$ cat config.mk
export PLATFORM = sky130hd
export DESIGN_NAME = ex_addsub_pipe_flat
export DESIGN_NICKNAME = d
export VERILOG_FILES = /design/src/rtl/ex_addsub_pipe_if.sv /design/src/rtl/ex_addsub_pipe.sv /design/src/flat_wrapper.sv
export SDC_FILE = /design/constraint.sdc
export NUM_CORES = 1
export LEC_CHECK = 0
export ABC_AREA = 1
export BUFFER_PORTS_ARGS = -buffer_cell sky130_fd_sc_hd__buf_2
export CORE_ASPECT_RATIO = 1.4
export CORE_MARGIN = 1
export CORE_UTILIZATION = 45
export DETAILED_ROUTE_END_ITERATION = 10
export GPL_TIMING_DRIVEN = 1
export PLACE_DENSITY = 0.63
export SETUP_SLACK_MARGIN = 0.05
export SLEW_MARGIN = 25
export SYNTH_ARGS = -nofsm -noshare
export SYNTH_HDL_FRONTEND = slang
export SYNTH_SLANG_ARGS = --single-unit
$ cat constraint.sdc
create_clock -name clk -period 1.9 [get_ports clk]
set_input_delay 0.095 -clock clk [delete_from_list [all_inputs] [get_ports clk]]
set_output_delay 0.095 -clock clk [all_outputs]
set_load 0.005 [all_outputs]
$ cat src/rtl/ex_addsub_pipe_if.sv
// Operand/result handshake bundle for ex_addsub_pipe; in_sat exists only when ADDSUB_SAT_EN is defined.
interface ex_addsub_pipe_if;
  logic        in_valid;
  logic        in_ready;
  logic [31:0] in_a;
  logic [31:0] in_b;
  logic        in_sub;
`ifdef ADDSUB_SAT_EN
  logic        in_sat;
`endif
  logic        out_valid;
  logic        out_ready;
  logic [31:0] out_sum;
  logic        out_cout;
  logic        out_ovf;
  logic        out_zero;
  logic        out_neg;

`ifdef ADDSUB_SAT_EN
  modport master (
    output in_valid, in_a, in_b, in_sub, in_sat, out_ready,
    input  in_ready, out_valid, out_sum, out_cout, out_ovf, out_zero, out_neg
  );
  modport slave (
    input  in_valid, in_a, in_b, in_sub, in_sat, out_ready,
    output in_ready, out_valid, out_sum, out_cout, out_ovf, out_zero, out_neg
  );
`else
  modport master (
    output in_valid, in_a, in_b, in_sub, out_ready,
    input  in_ready, out_valid, out_sum, out_cout, out_ovf, out_zero, out_neg
  );
  modport slave (
    input  in_valid, in_a, in_b, in_sub, out_ready,
    output in_ready, out_valid, out_sum, out_cout, out_ovf, out_zero, out_neg
  );
`endif
endinterface

$ cat src/rtl/ex_addsub_pipe.sv
// Two-stage pipelined 32-bit add/subtract with a 5-level carry-lookahead tree (lac5) between stages.
// Optional signed saturation is enabled by defining ADDSUB_SAT_EN.
module ex_addsub_lac5 (
  input  logic        cin,
  input  logic [31:0] g,
  input  logic [31:0] p,
  output logic [31:0] c,
  output logic        gout,
  output logic        pout
);
  // Kogge-Stone prefix: after level 5, gt[5][i]/pt[5][i] cover bits [i:0]
  logic [31:0] gt [0:5];
  logic [31:0] pt [0:5];

  assign gt[0] = g;
  assign pt[0] = p;

  genvar gi;
  generate
    for (gi = 1; gi <= 5; gi++) begin : g_level
      localparam int D = 1 << (gi - 1);
      assign gt[gi] = gt[gi-1] | (pt[gi-1] & {gt[gi-1][31-D:0], {D{1'b0}}});
      assign pt[gi] = pt[gi-1] & {pt[gi-1][31-D:0], {D{1'b1}}};
    end
  endgenerate

  assign c    = {gt[5][30:0] | (pt[5][30:0] & {31{cin}}), cin};
  assign gout = gt[5][31];
  assign pout = pt[5][31];
endmodule

module ex_addsub_pipe #(
  parameter int DATA_W = 32
) (
  input logic             clk,
  input logic             rst_n,
  ex_addsub_pipe_if.slave bus
);
  generate
    if (DATA_W != 32) begin : g_bad_width
      $error("ex_addsub_pipe: DATA_W must be 32");
    end
  endgenerate

  logic [31:0] bx;
  logic        s1_adv, s2_adv;
  logic        s1_valid_q, s1_valid_d;
  logic        out_valid_q, out_valid_d;
  logic [31:0] g_q, p_q;
  logic        cin_q, a31_q, b31_q;
`ifdef ADDSUB_SAT_EN
  logic        sat_q;
`endif
  logic [31:0] carry, raw_sum, res_sum;
  logic        gout, pout, cout, ovf;
  logic [31:0] sum_q;
  logic        cout_q, ovf_q, zero_q, neg_q;

  assign bx = bus.in_sub ? ~bus.in_b : bus.in_b;

  // in_ready depends on out_ready but never on in_valid
  assign s2_adv       = s1_valid_q & (~out_valid_q | bus.out_ready);
  assign bus.in_ready = ~s1_valid_q | s2_adv;
  assign s1_adv       = bus.in_valid & bus.in_ready;
  assign s1_valid_d   = s1_adv | (s1_valid_q & ~s2_adv);

  always_comb begin
    out_valid_d = out_valid_q;
    if (s2_adv) begin
      out_valid_d = 1'b1;
    end else if (bus.out_ready) begin
      out_valid_d = 1'b0;
    end
  end

  always_ff @(posedge clk or negedge rst_n) begin
    if (!rst_n) begin
      s1_valid_q <= 1'b0;
      g_q        <= '0;
      p_q        <= '0;
      cin_q      <= 1'b0;
      a31_q      <= 1'b0;
      b31_q      <= 1'b0;
`ifdef ADDSUB_SAT_EN
      sat_q      <= 1'b0;
`endif
    end else begin
      s1_valid_q <= s1_valid_d;
      if (s1_adv) begin
        g_q   <= bus.in_a & bx;
        p_q   <= bus.in_a ^ bx;
        cin_q <= bus.in_sub;
        a31_q <= bus.in_a[31];
        b31_q <= bx[31];
`ifdef ADDSUB_SAT_EN
        sat_q <= bus.in_sat;
`endif
      end
    end
  end

  ex_addsub_lac5 u_lac5 (
    .cin  (cin_q),
    .g    (g_q),
    .p    (p_q),
    .c    (carry),
    .gout (gout),
    .pout (pout)
  );

  assign raw_sum = p_q ^ carry;
  assign cout    = gout | (pout & cin_q);
  assign ovf     = carry[31] ^ cout;

`ifdef ADDSUB_SAT_EN
  // Clamp toward the sign of A: overflow only happens when A and B' share a sign
  assign res_sum = (sat_q && ovf) ? (a31_q ? 32'h8000_0000 : 32'h7FFF_FFFF) : raw_sum;
`else
  assign res_sum = raw_sum;
`endif

  always_ff @(posedge clk or negedge rst_n) begin
    if (!rst_n) begin
      out_valid_q <= 1'b0;
      sum_q       <= '0;
      cout_q      <= 1'b0;
      ovf_q       <= 1'b0;
      zero_q      <= 1'b0;
      neg_q       <= 1'b0;
    end else begin
      out_valid_q <= out_valid_d;
      if (s2_adv) begin
        sum_q  <= res_sum;
        cout_q <= cout;
        ovf_q  <= ovf;
        zero_q <= (res_sum == 32'h0);
        neg_q  <= res_sum[31];
      end
    end
  end

  assign bus.out_valid = out_valid_q;
  assign bus.out_sum   = sum_q;
  assign bus.out_cout  = cout_q;
  assign bus.out_ovf   = ovf_q;
  assign bus.out_zero  = zero_q;
  assign bus.out_neg   = neg_q;

  // p[31] must always equal the registered sign bits of A and B'
  sign_bits_consistent: assert property (@(posedge clk) disable iff (!rst_n)
    s1_valid_q |-> (p_q[31] == (a31_q ^ b31_q)));
endmodule
$ cat src/flat_wrapper.sv
// flat-port wrapper written by rule: the top's interface ports become plain ports
module ex_addsub_pipe_flat 
#(
  parameter int DATA_W = 32
)
  (clk, rst_n, bus_in_valid, bus_in_a, bus_in_b, bus_in_sub, bus_out_ready, bus_in_ready, bus_out_valid, bus_out_sum, bus_out_cout, bus_out_ovf, bus_out_zero, bus_out_neg);
  ex_addsub_pipe_if bus_i ();
  input logic clk;
  input logic rst_n;
  input wire logic [$bits(bus_i.in_valid)-1:0] bus_in_valid;
  input wire logic [$bits(bus_i.in_a)-1:0] bus_in_a;
  input wire logic [$bits(bus_i.in_b)-1:0] bus_in_b;
  input wire logic [$bits(bus_i.in_sub)-1:0] bus_in_sub;
  input wire logic [$bits(bus_i.out_ready)-1:0] bus_out_ready;
  output wire logic [$bits(bus_i.in_ready)-1:0] bus_in_ready;
  output wire logic [$bits(bus_i.out_valid)-1:0] bus_out_valid;
  output wire logic [$bits(bus_i.out_sum)-1:0] bus_out_sum;
  output wire logic [$bits(bus_i.out_cout)-1:0] bus_out_cout;
  output wire logic [$bits(bus_i.out_ovf)-1:0] bus_out_ovf;
  output wire logic [$bits(bus_i.out_zero)-1:0] bus_out_zero;
  output wire logic [$bits(bus_i.out_neg)-1:0] bus_out_neg;
  assign bus_i.in_valid = bus_in_valid;
  assign bus_i.in_a = bus_in_a;
  assign bus_i.in_b = bus_in_b;
  assign bus_i.in_sub = bus_in_sub;
  assign bus_i.out_ready = bus_out_ready;
  assign bus_in_ready = bus_i.in_ready;
  assign bus_out_valid = bus_i.out_valid;
  assign bus_out_sum = bus_i.out_sum;
  assign bus_out_cout = bus_i.out_cout;
  assign bus_out_ovf = bus_i.out_ovf;
  assign bus_out_zero = bus_i.out_zero;
  assign bus_out_neg = bus_i.out_neg;
  ex_addsub_pipe #(.DATA_W(DATA_W)) u_core (.clk(clk), .rst_n(rst_n), .bus(bus_i));
endmodule
==> results.ini, run 1 <==
[run_status]
run_status = finished, final reports clean

[timing]
slew_headroom = 0.483
finalSetupViolCount = 0
fin_skew_ns = 0.00824
grt_setup_unrepaired = true
fin_worst_hold_slack_ns = 0.0903
worst-slew-pin-transition_ns = 0.774
post-route-period-util = 0.975
timing.final.hold_violations = 0
count_of_pins_over_their_slew_limit = 0
totalNegativeSetupSlack_ns = 0
min_period_ns = 1.85
fmax_ghz = 0.540

[worst_setup_path]
worst_setup_path_start_kind = register
crit_path_leading_delay_family = simple AND/OR/NAND/NOR gates
critical-path-max-stage-delay_ns = 0.47
worst_setup_path_end_kind = register
path_class = register to register
worstPathCellList = nand2_4 > buf_4 > nor4_2 > buf_4 > nand3b_1 > nand2_1 > nand2_1 > nand2_2 > nand3_1 > nor2_2 > nand3_1 > nand2_1
cp.arrival_ns = 2.14
timing.critical_path.slowest_stage_cell = sky130_fd_sc_hd__dfrtp_2
worst-path-max-fanout = 5
critPathRequiredTime_ns = 2.19
cp_num_buf_inv = 2
reg2reg_setup_slack_ns = 0.05
critPathMostFrequentCell = sky130_fd_sc_hd__nand2_1

[run]
max_cap_viol_count = 0

[finish]
area_delta_synth_final_pct = 31.9
antenna_cells = 0
layout.nets = 1202
most-common-layout-cells = sky130_fd_sc_hd__nand2_1, sky130_fd_sc_hd__inv_1, sky130_fd_sc_hd__nor2_1
layout.cells.most_common = sky130_fd_sc_hd__nand2_1
filler_cell_count = 1378
share_of_layout_cells_above_drive_strength_1 = 0.318

[yosys]
synth_compound_area_frac = 0.102
yosys.area_share.simple = 0.295
synth_top_family_by_area = simple AND/OR/NAND/NOR gates
synth.avg_cell_area_um2 = 7.05
synth_seq_area_share = 0.389
yosys.cell_types.count = 33
mappedNetlistArea_mm2 = 0.00656
syn-instance-count = 931
synth_edf_count = 0
synth-warning-count = 0
adder_and_majority_cell_fraction_of_the_synthesized_area = 0.0629
synth_async_sr_flop_share = 1.00
yosys.area_share.xor_xnor = 0.0494
ys_dominant_reg_cell = sky130_fd_sc_hd__dfrtp_1
synth.area.mux_share = 0.0120
syn_nets = 1033
post_synthesis_sequential_element_count = 102

[place]
routabilityCongestion = 0.948
dpl.hpwl_um = 16200
port_buffers = 106

[power]
static_power_due_to_leakage_nw = 4.72
p_per_area_mw_per_mm2 = 1030
proportion_of_power_drawn_by_combinational_gates = 0.435
internal_power_w = 0.00537
post_layout_power_w = 0.00895
power.share.switching = 0.400
power_spent_charging_and_discharging_nets_w = 0.00358
seqPwrFrac = 0.349
peakVddDrop_uv = 536
clock_power_share = 0.217

[clock_network]
clock-sinks = 102
clk_path_buf_depth = 2
clk_pin_slew_worst_paths_ns = 0.07
clk_latency_ns = 0.36
cts_made_buffers = 9
cts.root.buffer_cell = sky130_fd_sc_hd__clkbuf_16
clock_tree_from_tritoncts = built
htreeDepth = 3

[floorplanning]
die_y_um = 145
chipWidth_um = 104
design.core.area_mm2 = 0.0141
initial_core_util = 0.465
floorplan_die_area_mm2 = 0.0151
io_pins = 107
std_cell_rows = 51

[route]
drtIter0Drc = 266
number_of_vias_after_detailed_routing = 6504
vias_per_cell = 5.04
routed_wl_um = 20000
final_antenna_net_count = 0
drc = 0
route.detailed.wl_per_inst_um = 15.5
drtPass1Iterations = 5

[grt]
grt_max_degree = 45
first_global_vias = 6240
grt_remaining_overflow = 0
first_pass_grt_wire_length_um = 30700
gr-usage-all-layers = 0.269
grt_antenna_before_repair = 0

[min_path]
worstHoldPathType = input pin to register

-- worst reg2reg max path: cells and delay by family (launching register included) --
family | cells | cell delay, ns
buffers and inverters | 2 | 0.30
and+or+nand+nor | 10 | 1.03
DFF | 1 | 0.47
-- state kept, by name, summed over array words and instances (netlist names) --
name / count
u_core.bus.out_cout: 1
u_core.bus.out_ovf: 1
u_core.bus.out_sum: 32
u_core.bus.out_valid: 1
u_core.bus.out_zero: 1
u_core.cin_q: 1
u_core.g_q: 32
u_core.p_q: 32
u_core.s1_valid_q: 1
-- power groups by stage --
stage          registers [W]  clock network, W  logic, W
2_1_floorplan        0.00303                 0   0.00192
3_5_place_dp         0.00312                 0   0.00334
4_1_cts              0.00309           0.00198   0.00355
3_3_place_gp         0.00311                 0   0.00331
5_1_grt              0.00318           0.00205   0.00431
6_report             0.00312           0.00194   0.00389
-- routing by layer --
metal,track usage,part of all wire,routed length (um)
met3,0.0390,0.026,527
met1,0.264,0.36,7190
met4,0.198,0.070,1400
met5,0,0,0
met2,0.518,0.54,10900
-- worst paths after layout --
check | from | end | depth (start not counted)
worst max-delay path | u_core.p_q[9]$_DFFE_PN0P_ | u_core.bus.out_zero$_DFFE_PN0P_ | 12
worst min-delay path | bus_in_a[25] | u_core.p_q[25]$_DFFE_PN0P_ | 3
worst max register to register | u_core.p_q[9]$_DFFE_PN0P_ | u_core.bus.out_zero$_DFFE_PN0P_ | 12
worst min register to register | u_core.bus.out_sum[2]$_DFFE_PN0P_ | u_core.bus.out_sum[2]$_DFFE_PN0P_ | 2
max in group asynchronous | rst_n | u_core.p_q[15]$_DFFE_PN0P_ | 3
min in group asynchronous | rst_n | u_core.bus.out_sum[20]$_DFFE_PN0P_ | 2
-- area by class of cell --
| class | count | area (um^2) | area share |
|---|---|---|---|
| tap | 185 | 231 | 0.0267 |
| clock inverter | 4 | 55.1 | 0.00636 |
| multi-input combinational | 674 | 3870 | 0.448 |
| inverter | 130 | 488 | 0.0564 |
| sequential | 102 | 2570 | 0.297 |
| timing repair buffer | 183 | 1180 | 0.136 |
| clock buffer | 12 | 256 | 0.0296 |
-- cell usage after synthesis (2+ instances only) --
cell type	n	area share
sky130_fd_sc_hd__xor2_1	36	0.048
sky130_fd_sc_hd__clkbuf_1	15	0.0086
sky130_fd_sc_hd__nand3b_1	5	0.0057
sky130_fd_sc_hd__mux2_2	7	0.012
sky130_fd_sc_hd__ha_1	33	0.063
sky130_fd_sc_hd__nand2_1	273	0.16
sky130_fd_sc_hd__buf_1	5	0.0029
sky130_fd_sc_hd__nor3_1	2	0.0015
sky130_fd_sc_hd__inv_1	128	0.073
sky130_fd_sc_hd__a21oi_1	81	0.062
sky130_fd_sc_hd__o21ai_0	17	0.013
sky130_fd_sc_hd__inv_2	2	0.0011
sky130_fd_sc_hd__a31oi_1	17	0.016
sky130_fd_sc_hd__nor2_1	126	0.072
sky130_fd_sc_hd__buf_2	4	0.0031
sky130_fd_sc_hd__nand2_2	12	0.011
sky130_fd_sc_hd__a21oi_2	3	0.0040
sky130_fd_sc_hd__nor2_2	2	0.0019
sky130_fd_sc_hd__o21bai_1	3	0.0034
sky130_fd_sc_hd__nand3_1	46	0.035
sky130_fd_sc_hd__dfrtp_1	102	0.39
-- kinds of logic after synthesis --
kind of cell    Yosys count
buf+inv                 155
simple gates            473
fa+ha+maj                33
flops                   102
xor+xnor                 37
compound gates          124
mux                       7
-- repair_timing --
| action | in CTS | in global routing |
|---|---|---|
| endpoints found under the hold margin | 30 | 0 |
| cloned | 0 | 0 |
| endpoints found under the setup margin | 3 | 9 |
| resized for setup | 57 | 98 |
| setup buffers | 8 | 14 |
| pin swaps | 18 | 43 |
| hold buffers | 3 | 0 |
-- metrics by stage --
| step | cell area, um^2 | setup slack [ns] | instances | utilization |
|---|---|---|---|---|
| 6_report | 8660 | 0.0467 | 1290 | 0.614 |
| 5_1_grt | 8660 | -0.0895 | 1290 | 0.614 |
| 4_1_cts | 8250 | 0.0395 | 1276 | 0.585 |
| 3_5_place_dp | 7670 | -0.0377 | 1249 | 0.544 |
| 3_3_place_gp | 7670 | -0.0468 | 1249 | 0.544 |
| 2_1_floorplan | 6560 | 0.352 | 931 | - |
(Power assumes the default switching activity.)
==> run 2, diff against run 1 <==
Settings changed: RECOVER_POWER set to 50.
==> run 2 against run 1 <==
- via count shrank 0.17%
- sequential cell count is the same
- clock power is essentially flat
- sequential share of layout area grew 0.052 points
- clock-buffer cell count is the same
- clock skew is essentially flat
- critical endpoint unchanged
==> results.ini, run 2 (synthesized netlist as in run 1, its figures left out) <==
[worst_setup_path]
worst_setup_path_end_kind = register  ; unchanged
worst-path-max-fanout = 5  ; unchanged
path_class = register to register  ; unchanged
reg2reg_setup_slack_ns = 0.05  ; about the same
cp.arrival_ns = 2.15  ; was 2.14 ns
critPathRequiredTime_ns = 2.19  ; about the same
timing.rr.end = u_core.bus.out_zero$_DFFE_PN0P_  ; unchanged
rr_worst_depth = 12  ; unchanged
worst_setup_path_start_kind = register  ; unchanged
reg2reg_from = u_core.p_q[9]$_DFFE_PN0P_  ; unchanged

[power]
peakVddDrop_uv = 538  ; was 536 uV
post_layout_power_w = 0.00895  ; about the same
static_power_due_to_leakage_nw = 4.71  ; was 4.72 nW
p_per_area_mw_per_mm2 = 1040  ; was 1030 mW/mm^2

[grt]
grt_antenna_before_repair = 0  ; unchanged
grt_remaining_overflow = 0  ; unchanged
top_usage_layer = met2  ; unchanged
use_met2 = 0.518  ; unchanged
gr-usage-all-layers = 0.269  ; unchanged
met3_usage = 0.0390  ; unchanged
grt_util_met1 = 0.264  ; unchanged
grt_max_degree = 45  ; unchanged
first_pass_grt_wire_length_um = 30700  ; unchanged
first_global_vias = 6240  ; unchanged

[finish]
share_of_layout_cells_above_drive_strength_1 = 0.318  ; unchanged
layout.nets = 1202  ; unchanged
area_delta_synth_final_pct = 31.7  ; was 31.9%
most-common-layout-cells = sky130_fd_sc_hd__nand2_1, sky130_fd_sc_hd__inv_1, sky130_fd_sc_hd__nor2_1  ; unchanged
layout.cells.most_common = sky130_fd_sc_hd__nand2_1  ; unchanged
antenna_cells = 0  ; unchanged

[floorplanning]
design.core.area_mm2 = 0.0141  ; unchanged
floorplan_die_area_mm2 = 0.0151  ; unchanged
die_y_um = 145  ; unchanged
initial_core_util = 0.465  ; unchanged
io_pins = 107  ; unchanged
chipWidth_um = 104  ; unchanged
std_cell_rows = 51  ; unchanged

[clock_network]
cts.root.buffer_cell = sky130_fd_sc_hd__clkbuf_16  ; unchanged
cts_made_buffers = 9  ; unchanged
clk_path_buf_depth = 2  ; unchanged
clock-sinks = 102  ; unchanged
clk_pin_slew_worst_paths_ns = 0.07  ; about the same
htreeDepth = 3  ; unchanged
clk_latency_ns = 0.36  ; about the same
clock_tree_from_tritoncts = built  ; unchanged

[min_path]
whs_path_depth = 3  ; unchanged
worstHoldPathType = input pin to register  ; unchanged
worstHoldStart = bus_in_a[25]  ; unchanged
timing.hold.worst_endpoint = u_core.p_q[25]$_DFFE_PN0P_  ; unchanged

[timing]
fmax_ghz = 0.539  ; was 0.540 GHz
min_period_ns = 1.85  ; about the same
slew_headroom = 0.475  ; was 0.483
timing.final.hold_violations = 0  ; unchanged
finalSetupViolCount = 0  ; unchanged
totalNegativeSetupSlack_ns = 0  ; unchanged
timing.final.ws_setup_ns = 0.0460  ; was 0.0467 ns
post-route-period-util = 0.976  ; was 0.975
worst-slew-pin-transition_ns = 0.786  ; was 0.774 ns
grt_setup_unrepaired = true  ; unchanged
count_of_pins_over_their_slew_limit = 0  ; unchanged
fin_skew_ns = 0.00821  ; was 0.00824 ns

[place]
detailedPlace.worstSlack_ns = -0.0377  ; unchanged
routabilityCongestion = 0.948  ; unchanged
port_buffers = 106  ; unchanged
dpl.hpwl_um = 16200  ; unchanged

[run]
max_cap_viol_count = 0  ; unchanged

[route]
route.detailed.wl_per_inst_um = 15.5  ; about the same
drtIter0Drc = 286  ; was 266
drtPass1Iterations = 5  ; unchanged
vias_per_cell = 5.03  ; was 5.04
number_of_vias_after_detailed_routing = 6493  ; was 6504
final_antenna_net_count = 0  ; unchanged
routed_wl_um = 19900  ; was 20000 um
drc = 0  ; unchanged

[run_status]
run_status = finished, final reports clean  ; unchanged

run 2: cell types whose count changed in the layout (fill, tap and decap cells not counted), sizes merged:
cell	delta
buf	-2
clkbuf	+2
run 2: worst max-delay path: stages, from the launching register on:
cell                       delay (ns)
sky130_fd_sc_hd__dfrtp_2         0.46
sky130_fd_sc_hd__nand2_4         0.09
sky130_fd_sc_hd__buf_4           0.14
sky130_fd_sc_hd__nor4_2          0.16
sky130_fd_sc_hd__buf_4           0.16
sky130_fd_sc_hd__nand3b_1        0.12
sky130_fd_sc_hd__nand2_1         0.10
sky130_fd_sc_hd__nand2_1         0.06
sky130_fd_sc_hd__nand2_2         0.11
sky130_fd_sc_hd__nand3_1         0.12
sky130_fd_sc_hd__nor2_2          0.14
sky130_fd_sc_hd__nand3_1         0.08
sky130_fd_sc_hd__nand2_1         0.05
run 2: power breakdown:
group / internal [W] / total, W / switching (W)
Sequential: 0.00268 / 0.00312 / 0.000441
Combinational: 0.00159 / 0.00388 / 0.00230
Clock: 0.00110 / 0.00194 / 0.000841
Total: 0.00537 / 0.00895 / 0.00358
run 2: stage by stage:
stage | util | instances | hold WS (ns) | instance area (um^2)
floorplan | - | 931 | -0.201 | 6560
detailed placement | 0.544 | 1249 | 0.0603 | 7670
global placement | 0.544 | 1249 | 0.0666 | 7670
finish | 0.613 | 1290 | 0.0904 | 8640
CTS | 0.585 | 1276 | 0.0842 | 8250
global route | 0.613 | 1290 | 0.102 | 8640
run 2: final cells by class:
| type | instances | area [um^2] |
|---|---|---|
| flip-flops and latches | 102 | 2570 |
| repair buffers | 183 | 1160 |
| fillers | 1379 | 5460 |
| multi-input cells | 674 | 3870 |
| clock inverters | 4 | 55.1 |
| well taps | 185 | 231 |
| inverters | 130 | 488 |
| clock buffers | 12 | 256 |
run 2: timing repair:
action                                 4_1_cts  5_1_grt
pin swaps                                   18       43
endpoints found under the hold margin       30        0
gates resized for setup                     57       98
setup endpoints to repair                    3        9
setup buffers                                8       14
hold buffers                                 3        0
run 2: metal layers:
metal,wire length [um],up-vias
li1,-,3253
met1,7110,3014
met2,10900,155
met3,538,71
met4,1410,0
met5,0,-
run 2: how the worst max path moves through the flow:
| stage | from | end | depth (start not counted) |
|---|---|---|---|
| after global placement | u_core.p_q[9]$_DFFE_PN0P_ | u_core.bus.out_zero$_DFFE_PN0P_ | 15 |
| after detailed placement | u_core.p_q[14]$_DFFE_PN0P_ | u_core.bus.out_zero$_DFFE_PN0P_ | 15 |
| after global routing | u_core.p_q[3]$_DFFE_PN0P_ | u_core.bus.out_zero$_DFFE_PN0P_ | 14 |
| after floorplan | u_core.p_q[13]$_DFFE_PN0P_ | u_core.bus.out_zero$_DFFE_PN0P_ | 15 |
| after CTS | u_core.p_q[1]$_DFFE_PN0P_ | u_core.bus.out_zero$_DFFE_PN0P_ | 16 |
| final | u_core.p_q[9]$_DFFE_PN0P_ | u_core.bus.out_zero$_DFFE_PN0P_ | 12 |
